File: config.mk
export PLATFORM = sky130hd
export DESIGN_NAME = elastic_buffer
export DESIGN_NICKNAME = d
export VERILOG_FILES = /design/src/rtl/elastic_buffer_pkg.sv /design/src/rtl/elastic_buffer.sv
export SDC_FILE = /design/constraint.sdc
export NUM_CORES = 1
export LEC_CHECK = 0
export ABC_CLOCK_PERIOD_IN_PS = 2200
export CAP_MARGIN = 10
export CORE_MARGIN = 2
export CORE_UTILIZATION = 51
export CTS_BUF_LIST = sky130_fd_sc_hd__clkbuf_4
export CTS_CLUSTER_SIZE = 12
export DETAILED_ROUTE_END_ITERATION = 8
export PLACE_DENSITY = 0.92
export SLEW_MARGIN = 20
export SYNTH_ARGS = -nofsm -noshare
export SYNTH_HDL_FRONTEND = slang
export SYNTH_SLANG_ARGS = --single-unit
export TNS_END_PERCENT = 20
File: constraint.sdc
create_clock -name clk -period 2.2 [get_ports clk]
set_input_delay 0.44 -clock clk [delete_from_list [all_inputs] [get_ports clk]]
set_output_delay 0.44 -clock clk [all_outputs]
set_load 0.01 [all_outputs]
File: src/rtl/elastic_buffer_pkg.sv
// Shared parameters and state encoding for the elastic buffer / fork / join family.
// The state enum doubles as the occupancy count so benches can scoreboard with it.
package elastic_buffer_pkg;

  localparam int DATA_WIDTH = 32;

  typedef enum logic [1:0] {
    EB_EMPTY = 2'd0,
    EB_HALF  = 2'd1,
    EB_FULL  = 2'd2
  } eb_state_t;

endpackage

File: src/rtl/elastic_buffer.sv
// Two-slot elastic buffer on a valid/stop handshake. Data, valid and stop are all
// driven straight from registers, which breaks the combinational stop chain upstream.
module elastic_buffer
  import elastic_buffer_pkg::*;
(
  input  logic                  clk,
  input  logic                  reset,
  input  logic [DATA_WIDTH-1:0] input_data,
  input  logic                  valid_input,
  output logic                  stop_input,
  output logic [DATA_WIDTH-1:0] output_data,
  output logic                  valid_output,
  input  logic                  stop_output,
  output logic [1:0]            occupancy
);

  eb_state_t             r_state;
  logic [DATA_WIDTH-1:0] r_main;
  logic [DATA_WIDTH-1:0] r_aux;

  logic w_in_xfer;
  logic w_out_xfer;

  assign w_in_xfer  = valid_input & ~stop_input;
  assign w_out_xfer = valid_output & ~stop_output;

  always_ff @(posedge clk) begin
    if (reset) begin
      r_state <= EB_EMPTY;
      r_main  <= '0;
      r_aux   <= '0;
    end else begin
      case (r_state)
        EB_EMPTY: begin
          if (w_in_xfer) begin
            r_main  <= input_data;
            r_state <= EB_HALF;
          end
        end
        EB_HALF: begin
          // Pass-through keeps the buffer at one token and sustains full rate.
          if (w_in_xfer && w_out_xfer) begin
            r_main <= input_data;
          end else if (w_in_xfer) begin
            r_aux   <= input_data;
            r_state <= EB_FULL;
          end else if (w_out_xfer) begin
            r_state <= EB_EMPTY;
          end
        end
        EB_FULL: begin
          // Input is refused here, so only the drain side can move.
          if (w_out_xfer) begin
            r_main  <= r_aux;
            r_state <= EB_HALF;
          end
        end
        default: r_state <= EB_EMPTY;
      endcase
    end
  end

  assign valid_output = (r_state == EB_HALF) || (r_state == EB_FULL);
  assign stop_input   = (r_state == EB_FULL);
  assign output_data  = r_main;
  assign occupancy    = r_state;

endmodule

==> flow_metrics.env, run 1 <==
export IMPL_grt_pass1_vias=2427
export IMPL_rows=27
export IMPL_clock_path_buffers=2
export IMPL_max_slew_margin_pct=74.2
export IMPL_p_leak_uw=0.00132
export IMPL_avgSynthCellArea_um2=9.58
export IMPL_path_clk_slew_ps=90
export IMPL_routedWlPerCell_um=15.5
export IMPL_drtPass1Iterations=4
export IMPL_ios=72
export IMPL_crit_arrival_ps=1700
export IMPL_slowest_stage="clkdlybuf4s50_1"
export IMPL_p_total_uw=5160
export IMPL_globalplace_congestion=0.805
export IMPL_run_status="completed"
export IMPL_pre_cts_slack_ps=143
export IMPL_num_antenna_cells=0
export IMPL_slew_violations=0
export IMPL_hpwl_um=4580
export IMPL_worst_pin_slew_ps=387
export IMPL_r2r_start="occupancy[0]$_SDFFE_PP0P_"
export IMPL_nFillCells=449
export IMPL_ir_drop_mv=0.759
export IMPL_critPathLaunch="occupancy[0]$_SDFFE_PP0P_"
export IMPL_layout_drive_gt1_share_pct=16.2
export IMPL_die_x_um=80.8
export IMPL_worst_path_largest_cell_delay_ps=540
export IMPL_core_area_um2=5610
export IMPL_power_density_nw_per_um2=1320
export IMPL_yosysSeqAreaShare_pct=43.9
export IMPL_hold_path_class="in2reg"
export IMPL_seq_area_um2=1330
export IMPL_worstPathCellList="inv_1 -> ha_4 -> clkdlybuf4s50_1"
export IMPL_root_buffer="clkbuf_4"
export IMPL_ys_seq_elements=66
export IMPL_holdWs_ps=419
export IMPL_multiInputGateArea_um2=1500
export IMPL_viasPerCell=5.56
export IMPL_htree_levels=3
export IMPL_r2r_cells=7
export IMPL_period_needed_ps=2140
export IMPL_grt_pass1_wl_um=11300
export IMPL_tritoncts="built"
export IMPL_routed_wl_um=7030
export IMPL_die_y_um=80.8
export IMPL_syn_nets=354
export IMPL_cp_end_kind="output pin"
export IMPL_mostFrequentLayoutCell="clkdlybuf4s50_1"
export IMPL_drt_iter0_markers=162
export IMPL_crit_type="reg2out"
export IMPL_numCtsBuffers=9
export IMPL_synth_distinct_cells=27
export IMPL_io_buffers=71
export IMPL_overflow=0
export IMPL_dieArea_um2=6530
export IMPL_postCtsSetupBuffers=0
export IMPL_hold_buffers=0
export IMPL_antenna_found_initial=0
export IMPL_ys_warn_count=0
export IMPL_drc_errors=0
export IMPL_clock_skew_ps=10.4
export IMPL_maxCapViolCount=0
export IMPL_netlist_area_um2=3010
export IMPL_r2r_end="output_data[5]$_SDFFE_PP0P_"
export IMPL_cts_sinks=66
export IMPL_setup_slack_ps=57.0
export IMPL_min_period_over_period_pct=97.4
export IMPL_final_hold_viol_count=0
export IMPL_worstSetupStartpointType="flop"
export IMPL_syn_inst=314
export IMPL_setup_viol=0
export IMPL_vias=2526
export IMPL_crit_required_ps=1760
export IMPL_final_cell_mix="clkdlybuf4s50_1, a21oi_1, nand2_1, dfxtp_1, mux2i_1"
export IMPL_crit_path_end="valid_output"
export IMPL_start_util_pct=53.6
export IMPL_track_usage_pct=22.4
export IMPL_setup_tns_ps=0
export IMPL_clkLatencyLatePin_ps=400
export IMPL_finalNetCount=417
export IMPL_crit_path_max_fanout=4
export IMPL_antenna_left=0
export IMPL_max_freq_mhz=467
export IMPL_r2r_setup_slack_ps=360
export IMPL_grt_max_degree=66
export IMPL_area_growth_pct=30.1
[kinds of logic (layout without fill, tap and decap cells)]
family / count (synthesis) / in the layout / synth area share (%)
AOI/OAI and AO/OA: 102 / 102 / 25.2
and+or+nand+nor: 78 / 78 / 11.3
DFF: 66 / 66 / 43.9
muxes: 33 / 33 / 11.0
buffers and inverters: 31 / 99 / 6.82
adders and majority gates: 4 / 4 / 1.66
[flip-flops by register name, indices dropped and copies added (netlist names)]
name         cells
output_data     32
r_aux           32
occupancy        2
[how the worst min path moves through the flow]
stage,startpoint,to,slack (ps),cells after the start
2_1_floorplan,r_aux[0]$_SDFFE_PP0P_,r_aux[0]$_SDFFE_PP0P_,440,2
5_1_grt,reset,occupancy[0]$_SDFFE_PP0P_,440,3
3_3_place_gp,r_aux[23]$_SDFFE_PP0P_,r_aux[23]$_SDFFE_PP0P_,440,2
6_report,reset,occupancy[0]$_SDFFE_PP0P_,420,3
4_1_cts,reset,occupancy[0]$_SDFFE_PP0P_,400,3
3_5_place_dp,r_aux[20]$_SDFFE_PP0P_,r_aux[20]$_SDFFE_PP0P_,450,2
[cell usage after synthesis, drive strengths merged]
library cell	count	area share [%]
nand3	1	0.17
buf	20	5.5
inv	3	0.37
nor2b	2	0.42
ha	4	1.7
nand2	64	8.0
o31ai	1	0.25
nor2	2	0.25
a211oi	32	13
nand4bb	1	0.92
and3	1	0.21
o22ai	1	0.21
a21oi	67	12
nor3	2	0.33
nand2b	3	0.62
a21boi	1	0.25
clkbuf	8	1.0
and2	2	0.42
dfxtp	66	44
mux2	1	0.37
mux2i	32	11
[what timing repair did]
action                     CTS  global route
gates resized for setup      3             1
setup endpoints to repair    1             1
pin swaps                    0             0
[final cells by class]
class,count,area share [%]
Clock buffer,12,2.30
Sequential cell,66,33.9
Timing Repair Buffer,80,21.7
Clock inverter,4,1.09
Tap cell,72,2.30
Inverter,3,0.288
Multi-Input combinational cell,217,38.4
[through the flow]
step | std cells | util [%] | area [um^2]
floorplan | 314 | - | 3010
global placement | 438 | 67.1 | 3760
detailed placement | 438 | 67.1 | 3760
CTS | 454 | 69.7 | 3910
global route | 454 | 69.7 | 3910
finish | 454 | 69.7 | 3910
[routing by layer]
| metal | vias to the layer above | share of wire (%) | track usage (%) |
|---|---|---|---|
| met5 | - | 0 | 0 |
| met4 | 0 | 2.1 | 10.7 |
| met3 | 14 | 6.7 | 5.00 |
| met2 | 100 | 48 | 35.4 |
| met1 | 1182 | 43 | 29.1 |
| li1 | 1230 | - | - |
[critical path, delay by kind of cell (launching register included)]
kind	cells	cell delay [ps]
flops	1	370
buf+inv	2	640
fa+ha+maj	1	310
[power by group]
part / internal, uW / total (uW) / switching (uW)
sequential: 1580 / 1820 / 236
clock: 377 / 774 / 397
combinational: 1300 / 2570 / 1270
Note: power is estimated with default switching activity, not from simulation.
==> run 2: changes to the inputs <==
PLACE_DENSITY = 0.81   (was 0.92)
==> flow_metrics.env, run 2 (same netlist as run 1, synthesis figures left out) <==
export IMPL_drc_errors=0
export IMPL_die_x_um=80.8
export IMPL_path_clk_slew_ps=100
export IMPL_power_density_nw_per_um2=1320
export IMPL_grt_pass1_wl_um=11500
export IMPL_rows=27
export IMPL_htree_levels=3
export IMPL_max_freq_mhz=476
export IMPL_area_growth_pct=29.6
export IMPL_final_cell_mix="clkdlybuf4s50_1, a21oi_1, nand2_1, dfxtp_1, mux2i_1"
export IMPL_slew_violations=0
export IMPL_r2r_end="output_data[25]$_SDFFE_PP0P_"
export IMPL_critPathLaunch="occupancy[0]$_SDFFE_PP0P_"
export IMPL_dieArea_um2=6530
export IMPL_maxCapViolCount=0
export IMPL_antenna_found_initial=0
export IMPL_r2r_setup_slack_ps=370
export IMPL_overflow=0
export IMPL_hold_path_class="in2reg"
export IMPL_vias=2526
export IMPL_finalNetCount=420
export IMPL_worst_pin_slew_ps=506
export IMPL_max_slew_margin_pct=66.3
export IMPL_cp_end_kind="output pin"
export IMPL_final_hold_viol_count=0
export IMPL_start_util_pct=53.6
export IMPL_min_period_over_period_pct=95.5
export IMPL_routedWlPerCell_um=15.7
export IMPL_cts_sinks=66
export IMPL_clock_path_buffers=2
export IMPL_track_usage_pct=22.9
export IMPL_mostFrequentLayoutCell="clkdlybuf4s50_1"
export IMPL_run_status="completed"
export IMPL_crit_arrival_ps=1660
export IMPL_viasPerCell=5.53
export IMPL_setup_tns_ps=0
export IMPL_ir_drop_mv=0.774
export IMPL_crit_required_ps=1760
export IMPL_final_core_util_pct=69.5
export IMPL_clkLatencyLatePin_ps=410
export IMPL_io_buffers=71
export IMPL_ios=72
export IMPL_clock_skew_ps=8.93
export IMPL_hold_path_end="occupancy[0]$_SDFFE_PP0P_"
export IMPL_antenna_left=0
export IMPL_core_area_um2=5610
export IMPL_die_y_um=80.8
export IMPL_grt_pass1_vias=2455
export IMPL_root_buffer="clkbuf_4"
export IMPL_globalplace_congestion=0.724
export IMPL_crit_type="reg2out"
export IMPL_crit_path_max_fanout=8
export IMPL_num_antenna_cells=0
export IMPL_drt_iter0_markers=170
export IMPL_r2r_start="occupancy[1]$_SDFFE_PP0P_"
export IMPL_holdPathStages=3
export IMPL_drtPass1Iterations=4
export IMPL_layout_drive_gt1_share_pct=17.4
export IMPL_period_needed_ps=2100
export IMPL_grt_max_degree=40
export IMPL_routed_wl_um=7160
export IMPL_worstSetupStartpointType="flop"
export IMPL_holdCritStartpoint="reset"
export IMPL_hpwl_um=4630
export IMPL_p_leak_uw=0.00133
export IMPL_setup_viol=0
export IMPL_r2r_cells=7
export IMPL_rsz0062_at_grt="no"
export IMPL_tritoncts="built"
export IMPL_numCtsBuffers=9
## run 2: final cells by class
type | instances | area [um^2]
clock buffer | 13 | 97.6
tap | 72 | 90.1
sequential | 66 | 1320
multi-input combinational | 217 | 1500
inverter | 3 | 11.3
clock inverter | 3 | 40.0
timing repair buffer | 83 | 832
fill | 462 | 1710
## run 2: critical path, stage by stage (launching register included)
cell             delay [ps]
dfxtp_2                 350
inv_1                   140
ha_4                    210
clkdlybuf4s50_1         540
## run 2: worst max path at each step
stage,to,cells past startpoint,slack (ps)
floorplan,output_data[10]$_SDFFE_PP0P_,9,290
detailed placement,output_data[5]$_SDFFE_PP0P_,6,160
CTS,stop_input,3,30
global placement,output_data[5]$_SDFFE_PP0P_,6,220
finish,stop_input,3,100
global route,stop_input,3,40
## run 2: through the flow
stage / cell area, um^2 / cells / setup slack (ps) / hold WS [ps] / total power [uW]
after CTS: 3890 / 457 / 30.5 / 367 / 5140
after global routing: 3900 / 457 / 41.4 / 421 / 5440
final: 3900 / 457 / 99.3 / 424 / 5130
after global placement: 3750 / 441 / 217 / 441 / 4250
after floorplan: 3010 / 314 / 286 / 436 / 3410
after detailed placement: 3750 / 441 / 159 / 446 / 4330
## run 2: layer usage
layer,track usage (%),part of all wire (%),vias to the layer above
li1,-,-,1232
met3,6.67,5.7,10
met1,29.4,46,1210
met4,7.63,1.4,0
met5,0,0,-
met2,37.0,47,74
## run 2: timing repair
item | in CTS | in global routing
gates cloned | 0 | 0
endpoints found under the setup margin | 1 | 1
hold buffers | 0 | 0
setup buffers | 0 | 0
resized for setup | 4 | 1
## run 2: where the power goes
part           internal [uW]  switching [uW]  leakage (uW)
clock                    395             412     0.0000818
combinational           1260            1250      0.000702
sequential              1580             241      0.000543
==> run 3: changes to the inputs <==
CORE_UTILIZATION = 50   (was 51)
PLACE_DENSITY = 0.8   (was 0.81)
==> flow_metrics.env, run 3 (same netlist as run 1, synthesis figures left out) <==
export IMPL_run_status="completed"
export IMPL_period_needed_ps=2070
export IMPL_vias=2503
export IMPL_path_clk_slew_ps=90
export IMPL_rsz0062_at_grt="no"
export IMPL_crit_required_ps=1760
export IMPL_layout_drive_gt1_share_pct=16.6
export IMPL_highest_layer="met4"
export IMPL_min_period_over_period_pct=94.1
export IMPL_p_clk_share_pct=12.8
export IMPL_met2WireLength_um=3300
export IMPL_setup_slack_ps=131
export IMPL_final_cell_mix="clkdlybuf4s50_1, a21oi_1, nand2_1, dfxtp_1, mux2i_1"
export IMPL_placed_cells=446
export IMPL_htree_levels=3
export IMPL_die_x_um=81.5
export IMPL_track_usage_pct=22.1
export IMPL_worstPathCellList="inv_1 -> ha_4 -> clkdlybuf4s50_1"
export IMPL_worst_path_largest_cell_delay_ps=550
export IMPL_max_freq_mhz=483
export IMPL_slew_violations=0
export IMPL_root_buffer="clkbuf_4"
export IMPL_worstSetupStartpointType="flop"
export IMPL_crit_type="reg2out"
export IMPL_max_slew_margin_pct=71.5
export IMPL_place_area_um2=3750
export IMPL_nFillCells=490
export IMPL_clkLatencyLatePin_ps=400
export IMPL_switching_share_pct=38.0
export IMPL_cp_end_kind="output pin"
export IMPL_rows=28
export IMPL_grt_pass1_wl_um=11300
export IMPL_hpwl_um=4740
export IMPL_clock_path_buffers=2
export IMPL_antenna_left=0
export IMPL_grt_max_degree=34
export IMPL_maxCapViolCount=0
export IMPL_clock_skew_ps=10.7
export IMPL_viasPerCell=5.43
export IMPL_seq_power_share_pct=36.8
export IMPL_crit_path_max_fanout=8
export IMPL_worst_pin_slew_ps=427
export IMPL_ios=72
export IMPL_setup_viol=0
export IMPL_tritoncts="built"
export IMPL_pre_cts_slack_ps=152
export IMPL_route_met3_wl_um=292
export IMPL_finalNetCount=422
export IMPL_setup_tns_ps=0
export IMPL_dieArea_um2=6650
export IMPL_power_density_nw_per_um2=1280
export IMPL_numCtsBuffers=9
export IMPL_globalplace_congestion=0.823
export IMPL_overflow=0
export IMPL_cts_sinks=66
export IMPL_start_util_pct=51.4
export IMPL_final_area_um2=3860
export IMPL_area_growth_pct=28.5
export IMPL_postCtsSetupBuffers=0
export IMPL_p_leak_uw=0.00130
export IMPL_crit_arrival_ps=1630
export IMPL_antenna_found_initial=0
export IMPL_routed_wl_um=6980
export IMPL_core_area_um2=5850
export IMPL_num_antenna_cells=0
export IMPL_slowest_stage="clkdlybuf4s50_1"
export IMPL_mostFrequentLayoutCell="clkdlybuf4s50_1"
export IMPL_stdcell_count=461
export IMPL_p_switching_uw=1880
export IMPL_grt_pass1_vias=2415
export IMPL_p_total_uw=4940
export IMPL_die_y_um=81.5
export IMPL_hold_buffers=0
export IMPL_routedWlPerCell_um=15.1
export IMPL_internal_power_uw=3060
export IMPL_drc_errors=0
export IMPL_drtPass1Iterations=4
export IMPL_drt_iter0_markers=163
export IMPL_ir_drop_mv=0.679
export IMPL_hold_path_class="in2reg"
export IMPL_wl_met1_um=3260
export IMPL_combinationalPowerShare_pct=50.4
export IMPL_final_hold_viol_count=0
export IMPL_io_buffers=71
-- run 3: metal layers --
metal / global-route usage (%) / vias to the layer above
met2: 35.2 / 64
met5: 0 / -
li1: - / 1235
met1: 28.8 / 1191
met3: 4.62 / 13
met4: 10.3 / 0
-- run 3: power groups by stage --
stage | clock network (uW) | registers (uW) | logic [uW]
after floorplan | 0 | 1920 | 1480
after global placement | 0 | 1830 | 2440
after detailed placement | 0 | 1830 | 2500
after CTS | 642 | 1820 | 2490
after global routing | 693 | 1860 | 2680
final | 630 | 1820 | 2490
-- run 3: timing repair --
item,4_1_cts,5_1_grt
resized for setup,4,1
pin swaps,0,0
endpoints found under the setup margin,1,1
-- run 3: stage by stage --
step	hold WS, ps	utilization (%)
after floorplan	436	-
after detailed placement	447	64.1
after global placement	441	64.1
final	390	66.0
after global routing	387	66.0
after CTS	377	65.9
-- run 3: final timing paths --
| check | startpoint | to | slack, ps | cells past startpoint |
|---|---|---|---|---|
| hold / removal | reset | occupancy[0]$_SDFFE_PP0P_ | 390 | 3 |
| setup reg to reg | occupancy[1]$_SDFFE_PP0P_ | output_data[5]$_SDFFE_PP0P_ | 370 | 7 |
| setup / recovery | occupancy[0]$_SDFFE_PP0P_ | stop_input | 130 | 3 |
| hold reg to reg | r_aux[4]$_SDFFE_PP0P_ | r_aux[4]$_SDFFE_PP0P_ | 460 | 2 |
-- run 3: worst max-delay path, delay by kind of cell (launching register included) --
| family | cells | cell delay, ps |
|---|---|---|
| adder cells (fa/ha/maj) | 1 | 200 |
| buffers and inverters | 2 | 680 |
| flip-flops | 1 | 350 |
-- run 3: cell type report --
type,count,area [um^2],area share (%)
Clock buffer,10,75.1,1.94
Clock inverter,5,22.5,0.583
Inverter,3,11.3,0.291
Multi-Input combinational cell,217,1500,38.9
Sequential cell,66,1320,34.3
Tap cell,75,93.8,2.43
Timing Repair Buffer,85,835,21.6
